<file path="src/rtl/dcache_mem_ctrl.sv">
// Block-transfer engine serialising cache fills/write-backs into 16 byte-wide RAM accesses.
// Fill: 18 cycles sample-to-valid; write-back: 16 write cycles. readyIn low freezes all state and masks pulses/ramWrite.
module dcache_mem_ctrl #(
  parameter int BLOCK_WIDTH = 4,
  parameter int BLOCK_SIZE  = 2**BLOCK_WIDTH
) (
  input  logic                    clkIn,
  input  logic                    resetIn,
  input  logic                    readyIn,
  input  logic                    missIn,
  input  logic [31:BLOCK_WIDTH]   missAddrIn,
  input  logic                    readWriteIn,
  input  logic [BLOCK_SIZE*8-1:0] writeBackIn,
  output logic                    memDataValid,
  output logic [31:BLOCK_WIDTH]   memAddr,
  output logic [BLOCK_SIZE*8-1:0] memDataOut,
  output logic                    acceptWrite,
  input  logic [7:0]              ramDataIn,
  output logic [7:0]              ramDataOut,
  output logic [31:0]             ramAddr,
  output logic                    ramWrite
);

  localparam int CW = BLOCK_WIDTH + 1;
  localparam int DW = BLOCK_SIZE * 8;
  localparam logic [CW-1:0] CNT_LAST_WR = CW'(BLOCK_SIZE - 1);
  localparam logic [CW-1:0] CNT_LAST_RD = CW'(BLOCK_SIZE);

  typedef enum logic [1:0] {
    S_IDLE,
    S_READ,
    S_WRITE,
    S_DONE
  } state_t;

  state_t                  state_q, state_d;
  logic [CW-1:0]           cnt_q, cnt_d;
  logic [31:BLOCK_WIDTH]   mem_addr_q, mem_addr_d;
  logic [DW-1:0]           mem_data_q, mem_data_d;
  logic [DW-1:0]           wb_buf_q, wb_buf_d;

  logic [CW-1:0]           cnt_m1;
  logic [BLOCK_WIDTH-1:0]  wr_idx;
  logic [BLOCK_WIDTH-1:0]  rd_idx;
  logic [31:0]             base_addr;
  logic [31:0]             byte_addr;

  assign cnt_m1    = cnt_q - CW'(1);
  assign wr_idx    = cnt_q[BLOCK_WIDTH-1:0];
  // Read data arrives one cycle after its address, so it belongs to the previous byte slot.
  assign rd_idx    = cnt_m1[BLOCK_WIDTH-1:0];
  assign base_addr = {mem_addr_q, {BLOCK_WIDTH{1'b0}}};
  assign byte_addr = base_addr + {{(32-BLOCK_WIDTH){1'b0}}, wr_idx};

  always_ff @(posedge clkIn or negedge resetIn) begin
    if (!resetIn) begin
      state_q    <= S_IDLE;
      cnt_q      <= '0;
      mem_addr_q <= '0;
      mem_data_q <= '0;
      wb_buf_q   <= '0;
    end else begin
      state_q    <= state_d;
      cnt_q      <= cnt_d;
      mem_addr_q <= mem_addr_d;
      mem_data_q <= mem_data_d;
      wb_buf_q   <= wb_buf_d;
    end
  end

  always_comb begin
    state_d    = state_q;
    cnt_d      = cnt_q;
    mem_addr_d = mem_addr_q;
    mem_data_d = mem_data_q;
    wb_buf_d   = wb_buf_q;
    if (readyIn) begin
      case (state_q)
        S_IDLE: begin
          if (missIn) begin
            mem_addr_d = missAddrIn;
            wb_buf_d   = writeBackIn;
            cnt_d      = '0;
            state_d    = readWriteIn ? S_READ : S_WRITE;
          end
        end
        S_READ: begin
          if (cnt_q != '0) begin
            mem_data_d[{rd_idx, 3'b000} +: 8] = ramDataIn;
          end
          if (cnt_q == CNT_LAST_RD) begin
            cnt_d   = '0;
            state_d = S_DONE;
          end else begin
            cnt_d = cnt_q + CW'(1);
          end
        end
        S_WRITE: begin
          if (cnt_q == CNT_LAST_WR) begin
            cnt_d   = '0;
            state_d = S_IDLE;
          end else begin
            cnt_d = cnt_q + CW'(1);
          end
        end
        S_DONE: state_d = S_IDLE;
        default: state_d = S_IDLE;
      endcase
    end
  end

  always_comb begin
    memDataValid = 1'b0;
    acceptWrite  = 1'b0;
    ramWrite     = 1'b0;
    ramAddr      = '0;
    ramDataOut   = '0;
    case (state_q)
      S_READ: begin
        if (!cnt_q[BLOCK_WIDTH]) ramAddr = byte_addr;
      end
      S_WRITE: begin
        ramWrite    = readyIn;
        ramAddr     = byte_addr;
        ramDataOut  = wb_buf_q[{wr_idx, 3'b000} +: 8];
        acceptWrite = readyIn && (cnt_q == '0);
      end
      S_DONE: memDataValid = readyIn;
      default: ;
    endcase
  end

  assign memAddr    = mem_addr_q;
  assign memDataOut = mem_data_q;

endmodule

</file>
<file path="config.mk">
export PLATFORM = sky130hd
export DESIGN_NAME = dcache_mem_ctrl
export DESIGN_NICKNAME = d
export VERILOG_FILES = /design/src/rtl/dcache_mem_ctrl.sv
export SDC_FILE = /design/constraint.sdc
export NUM_CORES = 1
export LEC_CHECK = 0
export CAP_MARGIN = 15
export CELL_PAD_IN_SITES_DETAIL_PLACEMENT = 0
export CELL_PAD_IN_SITES_GLOBAL_PLACEMENT = 2
export CORE_UTILIZATION = 29
export DETAILED_ROUTE_END_ITERATION = 8
export PLACE_DENSITY_LB_ADDON = 0.08
export REMOVE_ABC_BUFFERS = 1
export SLEW_MARGIN = 15
export SYNTH_ARGS = -nofsm -noshare
export SYNTH_HDL_FRONTEND = slang
export SYNTH_SLANG_ARGS = --single-unit
</file>
<file path="constraint.sdc">
create_clock -name clkIn -period 3.55 [get_ports clkIn]
set_input_delay 0.71 -clock clkIn [delete_from_list [all_inputs] [get_ports clkIn]]
set_output_delay 0.71 -clock clkIn [all_outputs]
set_load 0.01 [all_outputs]
</file>
==> impl_metrics.py, run 1 <==
metrics = {
    "status": {
        "status": "complete, no violations",
    },
    "floorplanning": {
        "dieWidth_um": 214,
        "ios": 368,
        "floorplan.initialDensity_pct": 29.4,
        "dieArea_um2": 45600,
        "coreArea_um2": 44200,
        "rows": 77,
        "die_h_um": 214,
    },
    "place": {
        "gp_congestion": 0.733,
        "dp_hpwl_mm": 27.9,
        "dpl.cell_count": 1813,
        "dp_slack_ns": 0.445,
        "portBuffers": 367,
    },
    "critical_path": {
        "reg2reg_from": "cnt_q[0]",
        "crit_path_end_kind": "primary output",
        "crit_path_start": "cnt_q[0]",
        "critPathArrivalTime_ns": 2.71,
        "crit_type": "reg -> out",
        "critPathMaxFanout": 18,
        "cp.required_ns": 2.84,
        "worstSetupStartpointType": "flip-flop",
    },
    "power_and_ir_drop": {
        "p_total_mw": 13.1,
        "p_per_area_nw_per_um2": 709,
        "p_leak_nw": 7.88,
        "ir_drop_mv": 0.316,
    },
    "timing": {
        "finalHoldViolCount": 0,
        "setup_viol_count_final": 0,
        "slew_headroom_pct": 43.4,
        "period_needed_ns": 3.42,
        "timing.fmax_ghz": 0.292,
        "fin_skew_ns": 0.00907,
        "holdWs_ns": 0.186,
        "drv_slew": 0,
        "fin_ws_ns": 0.131,
        "fin_crit_sh_pct": 96.3,
        "worst_pin_slew_ns": 0.848,
    },
    "detailed_routing": {
        "firstDrtPassIters": 5,
        "drc": 0,
        "drtIter0Drc": 342,
        "via_count": 8578,
        "routedWlPerCell_um": 20.9,
        "drt-total-wl_mm": 39.4,
        "via_per_inst": 4.55,
        "ant_nets": 0,
    },
    "finish": {
        "syn2layout_area_growth_pct": 42.6,
        "drive_gt1_share_pct": 30.9,
        "n_fill_cell": 4159,
        "finalNonFillerCells": 1885,
        "fin_util_pct": 41.9,
        "nets": 1445,
    },
    "synth": {
        "synth_edf_count": 0,
        "ys_seq_area_share_pct": 56.1,
        "yosysUniqueCellTypes": 44,
        "ys_dominant_reg_cell": "dfrtp_1",
        "yosys.area.top_type": "dfrtp_1",
        "avgSynthCellArea_um2": 14.4,
        "synthTopCellsByArea": "dfrtp_1 (56%), mux2_2 (23%), mux4_2 (5.6%), and2_1 (2.7%), buf_4 (1.7%)",
        "ys_ff_latch": 291,
        "synth_cells": 904,
        "syn-cell-area_um2": 13000,
        "synth.most_common_cell": "dfrtp_1",
        "ys_warn_count": 0,
        "synth_top_cell_area_share_pct": 56.1,
        "yosys-top-cells-count": "dfrtp_1 (291), mux2_2 (261), and2_1 (57)",
        "async_flop_share_pct": 100,
    },
    "grt": {
        "grtUsageMet1_pct": 21.9,
        "first_global_vias": 9251,
        "grt_pass1_wl_mm": 58.7,
        "antenna_found_initial": 13,
        "grt_util_met2_pct": 28.4,
        "gr-total-overflow": 0,
        "grt_use_met3_pct": 5.37,
        "grt_start_max_net_pins": 129,
        "grt_usage_pct": 17.4,
        "grt.busiest_layer": "met2",
    },
    "clock_network": {
        "cts_tree": "done",
        "cts_sinks": 291,
        "clkTransAtPathRegs_ns": 0.06,
        "insertion_delay_ns": 0.55,
        "numCtsBuffers": 37,
        "cts.path.max_buffers": 3,
        "cts_hold_buffers": 0,
        "cts-htree-levels": 2,
        "root_buffer": "clkbuf_16",
    },
    "min_path": {
        "hold_class": "in -> async",
    },
    "job": {
        "maxCapViolCount": 0,
    },
}
[flip-flops by register name, indices dropped and copies added, names as in the netlist]
signal	flops
wb_buf_q	128
memDataOut	128
state_q	2
cnt_q	5
memAddr	28
[per-stage QoR]
step	setup TNS, ns	area (µm²)
detailed placement	0	17300
finish	0	18500
global route	-0.00590	18500
floorplan	-405.54	12600
global placement	0	17300
CTS	0	18500
[metal layers]
layer,up-vias,routed length (µm)
li1,3949,-
met1,4347,16700
met2,218,19200
met3,52,2730
met4,12,729
met5,-,84
[cell usage in the layout, fill, tap and decap left out, types with 3 or more instances in the layout]
master and n:
a21oi_1 11, nand3_1 8, clkdlybuf4s50_1 366, mux2_2 261, clkbuf_16 37, nor3_4 7, nor2b_1 3, and3_1 4
mux4_2 32, a22oi_1 16, o21ai_0 20, and2_1 56, nor2_1 11, buf_12 6, o22ai_1 4, clkbuf_1 9
clkinv_2 4, nor3_1 6, dfrtp_1 288, dfrtp_2 3, diode_2 5, buf_4 12, nand2_1 40, ha_1 12
o31ai_1 7, mux2_4 8, nor2_2 3, clkbuf_8 11, inv_1 13
[where the power goes]
group	total (mW)	internal (mW)	switching, mW
clock	3.66	2.22	1.44
sequential	4.91	4.34	0.566
combinational	4.55	2.59	1.97
total	13.1	9.15	3.97
[worst paths after layout]
kind,to,slack [ns],cells after the start
setup / recovery,ramDataOut[6],0.13,5
hold / removal,memDataOut[25],0.19,1
max in group asynchronous,wb_buf_q[94],2.47,2
min in group clkIn,memDataOut[0],0.48,2
setup reg to reg,memDataOut[26],0.54,7
hold reg to reg,memDataOut[0],0.48,2
[worst max-delay path: stages (launching register included)]
cell and delay [ns]:
dfrtp_2 0.49, buf_16 0.24, mux4_2 0.53, a22oi_1 0.23, a21oi_1 0.15, clkdlybuf4s50_1 0.50
[cells by family after synthesis]
group / Yosys count / share of synthesized area, %
muxes: 302 / 29.2
DFF: 291 / 56.1
and+or+nand+nor: 146 / 6.51
buffers and inverters: 81 / 3.31
AOI/OAI and AO/OA: 69 / 3.50
adders and majority gates: 13 / 1.25
xor gates and xnor gates: 2 / 0.135
[area by class of cell]
type                            instances  area, µm²  area share [%]
Clock inverter                          7       67.6           0.365
Sequential cell                       291       7290            39.4
Timing Repair Buffer                  387       3940            21.3
Antenna cell                            5       12.5          0.0676
Clock buffer                           57       1110            6.00
Multi-Input combinational cell        532       5300            28.6
Tap cell                              592        741            4.00
Inverter                               14       52.6           0.284
[repair_timing]
item                                    CTS  global route
gates cloned                              1             0
setup buffers                             2             0
resized for setup                         1             5
endpoints found under the setup margin    6             4
endpoints found under the hold margin     0             0
No activity file was read; power rests on OpenSTA's default activity.
==> run 2: changes to the inputs <==
--- a/config.mk
+++ b/config.mk
@@ -8,7 +8,7 @@
 export CAP_MARGIN = 15
 export CELL_PAD_IN_SITES_DETAIL_PLACEMENT = 0
 export CELL_PAD_IN_SITES_GLOBAL_PLACEMENT = 2
-export CORE_UTILIZATION = 29
+export CORE_UTILIZATION = 35
 export DETAILED_ROUTE_END_ITERATION = 8
 export PLACE_DENSITY_LB_ADDON = 0.08
 export REMOVE_ABC_BUFFERS = 1
==> constraint.sdc (replaced) <==
create_clock -name clkIn -period 4.4 [get_ports clkIn]
set_input_delay 0.88 -clock clkIn [delete_from_list [all_inputs] [get_ports clkIn]]
set_output_delay 0.88 -clock clkIn [all_outputs]
set_load 0.01 [all_outputs]
==> run 2 against run 1 <==
Non-clock buffer count shrank 8. Largest power group unchanged. Power shrank 23%. Final cell count shrank 7.4%. Via count shrank 1.1%. Clock skew grew 0.0041 ns. Sequential power shrank 20%. Clock-buffer cell count shrank 10. Clock power shrank 28%. Worst setup slack gained 0.59 ns.
==> impl_metrics.py, run 2 (synthesized netlist as in run 1, its figures left out) <==
metrics = {
    "floorplanning": {
        "ios": 368,
        "dieWidth_um": 195,
        "rows": 70,
        "dieArea_um2": 37900,
        "die_h_um": 195,
        "coreArea_um2": 36500,
        "floorplan.initialDensity_pct": 35.5,
    },
    "place": {
        "portBuffers": 367,
        "gp_congestion": 0.775,
        "dp_hpwl_mm": 25.2,
    },
    "detailed_routing": {
        "drtIter0Drc": 361,
        "firstDrtPassIters": 4,
        "routedWlPerCell_um": 20.4,
        "ant_nets": 0,
        "drt-total-wl_mm": 35.7,
        "via_per_inst": 4.86,
        "drc": 0,
        "via_count": 8483,
    },
    "clock_network": {
        "cts_sinks": 291,
        "cts_hold_buffers": 0,
        "cts-htree-levels": 2,
        "insertion_delay_ns": 0.50,
        "postCtsSetupBuffers": 0,
        "cts_resized": 0,
        "cts.path.max_buffers": 3,
        "cts_tree": "done",
        "numCtsBuffers": 34,
        "clkTransAtPathRegs_ns": 0.06,
        "root_buffer": "clkbuf_16",
    },
    "grt": {
        "grt_start_max_net_pins": 157,
        "grt_usage_pct": 19.0,
        "first_global_vias": 8985,
        "gr-total-overflow": 0,
        "grt_pass1_wl_mm": 55.3,
        "antenna_found_initial": 10,
    },
    "timing": {
        "worst_pin_slew_ns": 1.16,
        "timing.fmax_ghz": 0.272,
        "setup_viol_count_final": 0,
        "period_needed_ns": 3.68,
        "holdWs_ns": 0.459,
        "slew_headroom_pct": 22.3,
        "drv_slew": 0,
        "fin_skew_ns": 0.0132,
        "finalHoldViolCount": 0,
        "grt_setup_unrepaired": "no",
        "fin_crit_sh_pct": 83.7,
    },
    "critical_path": {
        "crit_chain": "and2_1 > a22oi_1 > a21oi_1 > clkdlybuf4s50_1",
        "cp.required_ns": 3.52,
        "cp_slowest_cell": "dfrtp_1",
        "path_buf_inv": 1,
        "crit_type": "reg -> out",
        "crit_family": "flip-flops",
        "critPathArrivalTime_ns": 2.80,
        "critPathMaxFanout": 17,
        "crit_path_end_kind": "primary output",
        "worstSetupStartpointType": "flip-flop",
        "max_stage_delay_ns": 0.72,
    },
    "finish": {
        "layout_common_cells": "clkdlybuf4s50_1 (366), dfrtp_1 (289), mux2_2 (261)",
        "syn2layout_area_growth_pct": 39.3,
        "final_common_cell": "clkdlybuf4s50_1",
        "fin_util_pct": 49.5,
        "nets": 1434,
        "drive_gt1_share_pct": 29.8,
    },
    "min_path": {
        "hold_class": "in -> async",
    },
    "power_and_ir_drop": {
        "p_leak_nw": 7.74,
        "ir_drop_mv": 0.305,
        "p_per_area_nw_per_um2": 562,
    },
    "status": {
        "status": "complete, no violations",
    },
    "job": {
        "maxCapViolCount": 0,
    },
}
-- run 2: metal layers --
layer	wire [µm]	vias to the layer above	global-route usage, %
met2	16700	252	30.2
li1	-	3927	-
met5	41	-	0
met1	15600	4245	25.5
met3	2600	53	5.34
met4	737	6	4.94
-- run 2: final cells by class --
class / instances / area (µm²)
Fill cell: 3292 / 18400
Sequential cell: 291 / 7280
Multi-Input combinational cell: 532 / 5280
Timing Repair Buffer: 379 / 3830
Clock buffer: 47 / 971
Tap cell: 468 / 586
Clock inverter: 9 / 57.6
Inverter: 14 / 52.6
Antenna cell: 6 / 15.0
-- run 2: worst paths after layout --
path / slack, ns / cells after the start / from / end
hold reg to reg: 0.48 / 2 / memDataOut[3] / memDataOut[3]
max in group asynchronous: 3.06 / 2 / resetIn / memDataOut[83]
setup / recovery: 0.72 / 4 / cnt_q[2] / ramDataOut[4]
setup reg to reg: 1.21 / 7 / cnt_q[0] / memDataOut[72]
min in group clkIn: 0.48 / 2 / memDataOut[3] / memDataOut[3]
hold / removal: 0.46 / 1 / resetIn / memDataOut[28]
-- run 2: worst register-to-register path: cells and delay by family, from the launching register on --
kind	cells	cell delay [ns]
buf+inv	1	0.19
simple gates	2	1.27
flops	1	0.42
compound gates	1	0.32
fa+ha+maj	1	0.31
xor+xnor	1	0.17
mux	1	0.40
-- run 2: power breakdown --
group	internal (mW)	switching (mW)
clock network	1.54	1.10
registers	3.50	0.440
logic	2.02	1.57
total	7.06	3.11
-- run 2: metrics by stage --
step           worst slack [ns]  std cells  TNS [ns]  power (mW)  instance area, µm²
2_1_floorplan             -1.63        837   -254.01        6.14               12600
3_3_place_gp               1.01       1684         0        7.59               17000
3_5_place_dp              0.981       1684         0        7.66               17000
4_1_cts                   0.636       1740         0        10.4               18100
5_1_grt                   0.508       1740         0        10.8               18100
6_report                  0.718       1746         0        10.2               18100
==> run 3: changes to the inputs <==
--- a/config.mk
+++ b/config.mk
@@ -8,7 +8,7 @@
 export CAP_MARGIN = 15
 export CELL_PAD_IN_SITES_DETAIL_PLACEMENT = 0
 export CELL_PAD_IN_SITES_GLOBAL_PLACEMENT = 2
-export CORE_UTILIZATION = 35
+export CORE_UTILIZATION = 29
 export DETAILED_ROUTE_END_ITERATION = 8
 export PLACE_DENSITY_LB_ADDON = 0.08
 export REMOVE_ABC_BUFFERS = 1
==> constraint.sdc (replaced) <==
create_clock -name clkIn -period 2.9 [get_ports clkIn]
set_input_delay 0.58 -clock clkIn [delete_from_list [all_inputs] [get_ports clkIn]]
set_output_delay 0.58 -clock clkIn [all_outputs]
set_load 0.01 [all_outputs]
==> run 3 against run 2 <==
Die area rose by 20%. Clock-buffer cell count rose by 7. Hold slack got worse by 0.44 ns. Power rose by 61%. Sequential cell count did not move. Sequential share of layout area fell by 1.8 points. Utilization fell by 6.8 points.
==> impl_metrics.py, run 3 (synthesized netlist as in run 1, its figures left out) <==
metrics = {
    "floorplanning": {
        "coreArea_um2": 44200,
        "dieWidth_um": 214,
        "ios": 368,
        "die_h_um": 214,
        "dieArea_um2": 45600,
        "floorplan.initialDensity_pct": 29.4,
        "rows": 77,
    },
    "finish": {
        "fin_util_pct": 42.7,
        "drive_gt1_share_pct": 35.2,
        "n_fill_cell": 4156,
        "final_common_cell": "clkdlybuf4s50_1",
        "finalNonFillerCells": 1921,
        "syn2layout_area_growth_pct": 45.6,
        "nets": 1477,
        "layout_common_cells": "clkdlybuf4s50_1 (326), dfrtp_1 (289), mux2_2 (261)",
    },
    "clock_network": {
        "numCtsBuffers": 36,
        "clkTransAtPathRegs_ns": 0.06,
        "cts_sinks": 291,
        "insertion_delay_ns": 0.54,
        "cts-htree-levels": 2,
        "cts.path.max_buffers": 3,
        "root_buffer": "clkbuf_16",
        "cts_tree": "done",
    },
    "critical_path": {
        "crit_chain": "buf_12 > buf_4 > buf_16 > mux4_2 > a22oi_2 > a21oi_2 > buf_2",
        "crit_family": "buffers and inverters",
        "crit_path_end_kind": "primary output",
        "crit_type": "reg -> out",
        "max_stage_delay_ns": 0.50,
        "cp.required_ns": 2.32,
        "path_buf_inv": 4,
        "critPathArrivalTime_ns": 2.26,
        "critPathMaxFanout": 10,
        "cp_slowest_cell": "mux4_2",
        "worstSetupStartpointType": "flip-flop",
    },
    "grt": {
        "first_global_vias": 9529,
        "grt_pass1_wl_mm": 60.0,
        "grt.busiest_layer": "met2",
        "grt_usage_pct": 17.7,
        "grt_util_met2_pct": 29.4,
        "gr-total-overflow": 0,
        "antenna_found_initial": 13,
        "grtUsageMet1_pct": 22.1,
        "grt_start_max_net_pins": 94,
        "grt_use_met3_pct": 5.61,
    },
    "timing": {
        "slew_headroom_pct": 45.1,
        "period_needed_ns": 2.84,
        "fin_crit_sh_pct": 97.8,
        "drv_slew": 0,
        "grt_setup_unrepaired": "yes",
        "fin_skew_ns": 0.0137,
        "worst_pin_slew_ns": 0.824,
        "fin_tns_setup_ns": 0,
        "setup_viol_count_final": 0,
        "finalHoldViolCount": 0,
        "timing.fmax_ghz": 0.352,
    },
    "detailed_routing": {
        "drc": 0,
        "routedWlPerCell_um": 20.7,
        "drtIter0Drc": 353,
        "firstDrtPassIters": 6,
        "ant_nets": 0,
        "drt-total-wl_mm": 39.7,
        "via_per_inst": 4.55,
        "via_count": 8746,
    },
    "place": {
        "dp_hpwl_mm": 27.9,
        "dpl.cell_count": 1836,
        "gp_congestion": 0.730,
        "portBuffers": 367,
    },
    "power_and_ir_drop": {
        "p_clk_share_pct": 27.4,
        "netSwitchingFraction_pct": 30.7,
        "p_leak_nw": 8.24,
        "seqPwrFrac_pct": 36.8,
        "intPower_mw": 11.3,
        "p_sw_mw": 5.02,
        "ir_drop_mv": 0.342,
        "power_frac_comb_pct": 35.8,
        "p_per_area_nw_per_um2": 865,
    },
    "job": {
        "maxCapViolCount": 0,
    },
    "min_path": {
        "hold_class": "in -> async",
    },
    "status": {
        "status": "complete, no violations",
    },
}
==> run 3: worst reg2reg max path: cells and delay by family, from the launching register on <==
family,cells,cell delay (ns)
compound gates,2,0.78
mux,1,0.31
flops,1,0.45
simple gates,2,0.14
fa+ha+maj,1,0.27
buf+inv,4,0.67
==> run 3: power by group through the flow <==
stage / clock [mW] / sequential (mW) / combinational, mW
after floorplan: 0 / 6.11 / 3.22
after global placement: 0 / 6.06 / 5.57
after detailed placement: 0 / 6.09 / 5.61
after CTS: 4.67 / 6.02 / 6.11
after global routing: 4.83 / 6.17 / 6.35
final: 4.48 / 6.01 / 5.86
==> run 3: what timing repair did <==
item | 4_1_cts | 5_1_grt
hold buffers | 0 | 0
pin swaps | 12 | 7
gates cloned | 5 | 0
endpoints found under the setup margin | 41 | 58
setup buffers | 13 | 1
resized for setup | 98 | 16
==> run 3: routing by layer <==
metal | wire length (µm) | share of wire [%]
met1 | 16800 | 42
met3 | 2570 | 6.5
met4 | 610 | 1.5
met5 | 110 | 0.28
met2 | 19700 | 50
==> run 3: area by class of cell <==
class	instances	area (µm²)	share of cell area [%]
Inverter	14	55.1	0.291
Multi-Input combinational cell	532	5420	28.7
Clock buffer	54	1060	5.61
Clock inverter	12	120	0.635
Tap cell	592	741	3.92
Sequential cell	291	7280	38.5
Antenna cell	6	15.0	0.0794
Timing Repair Buffer	420	4200	22.2
==> run 3: path summary, 6_finish.rpt <==
check / startpoint / endpoint / slack (ns) / cells after the start
min reg2reg: memDataOut[6] / memDataOut[6] / 0.48 / 2
min: resetIn / memDataOut[30] / 0.02 / 1
max reg2reg: cnt_q[0] / memDataOut[71] / 0.15 / 10
max in group asynchronous: resetIn / wb_buf_q[30] / 2.11 / 2
min in group clkIn: memDataOut[6] / memDataOut[6] / 0.48 / 2
max: cnt_q[0] / ramDataOut[2] / 0.06 / 7
==> run 3: metrics by stage <==
step	hold WS [ns]	power, mW	instance area [µm²]	worst slack [ns]
after floorplan	0.284	9.32	12600	-2.85
after global placement	0.466	11.6	17400	0.145
after CTS	0.0217	16.8	18900	-0.0921
final	0.0217	16.4	18900	0.0629
after detailed placement	0.471	11.7	17400	0.137
after global routing	0.0424	17.4	18900	-0.0393
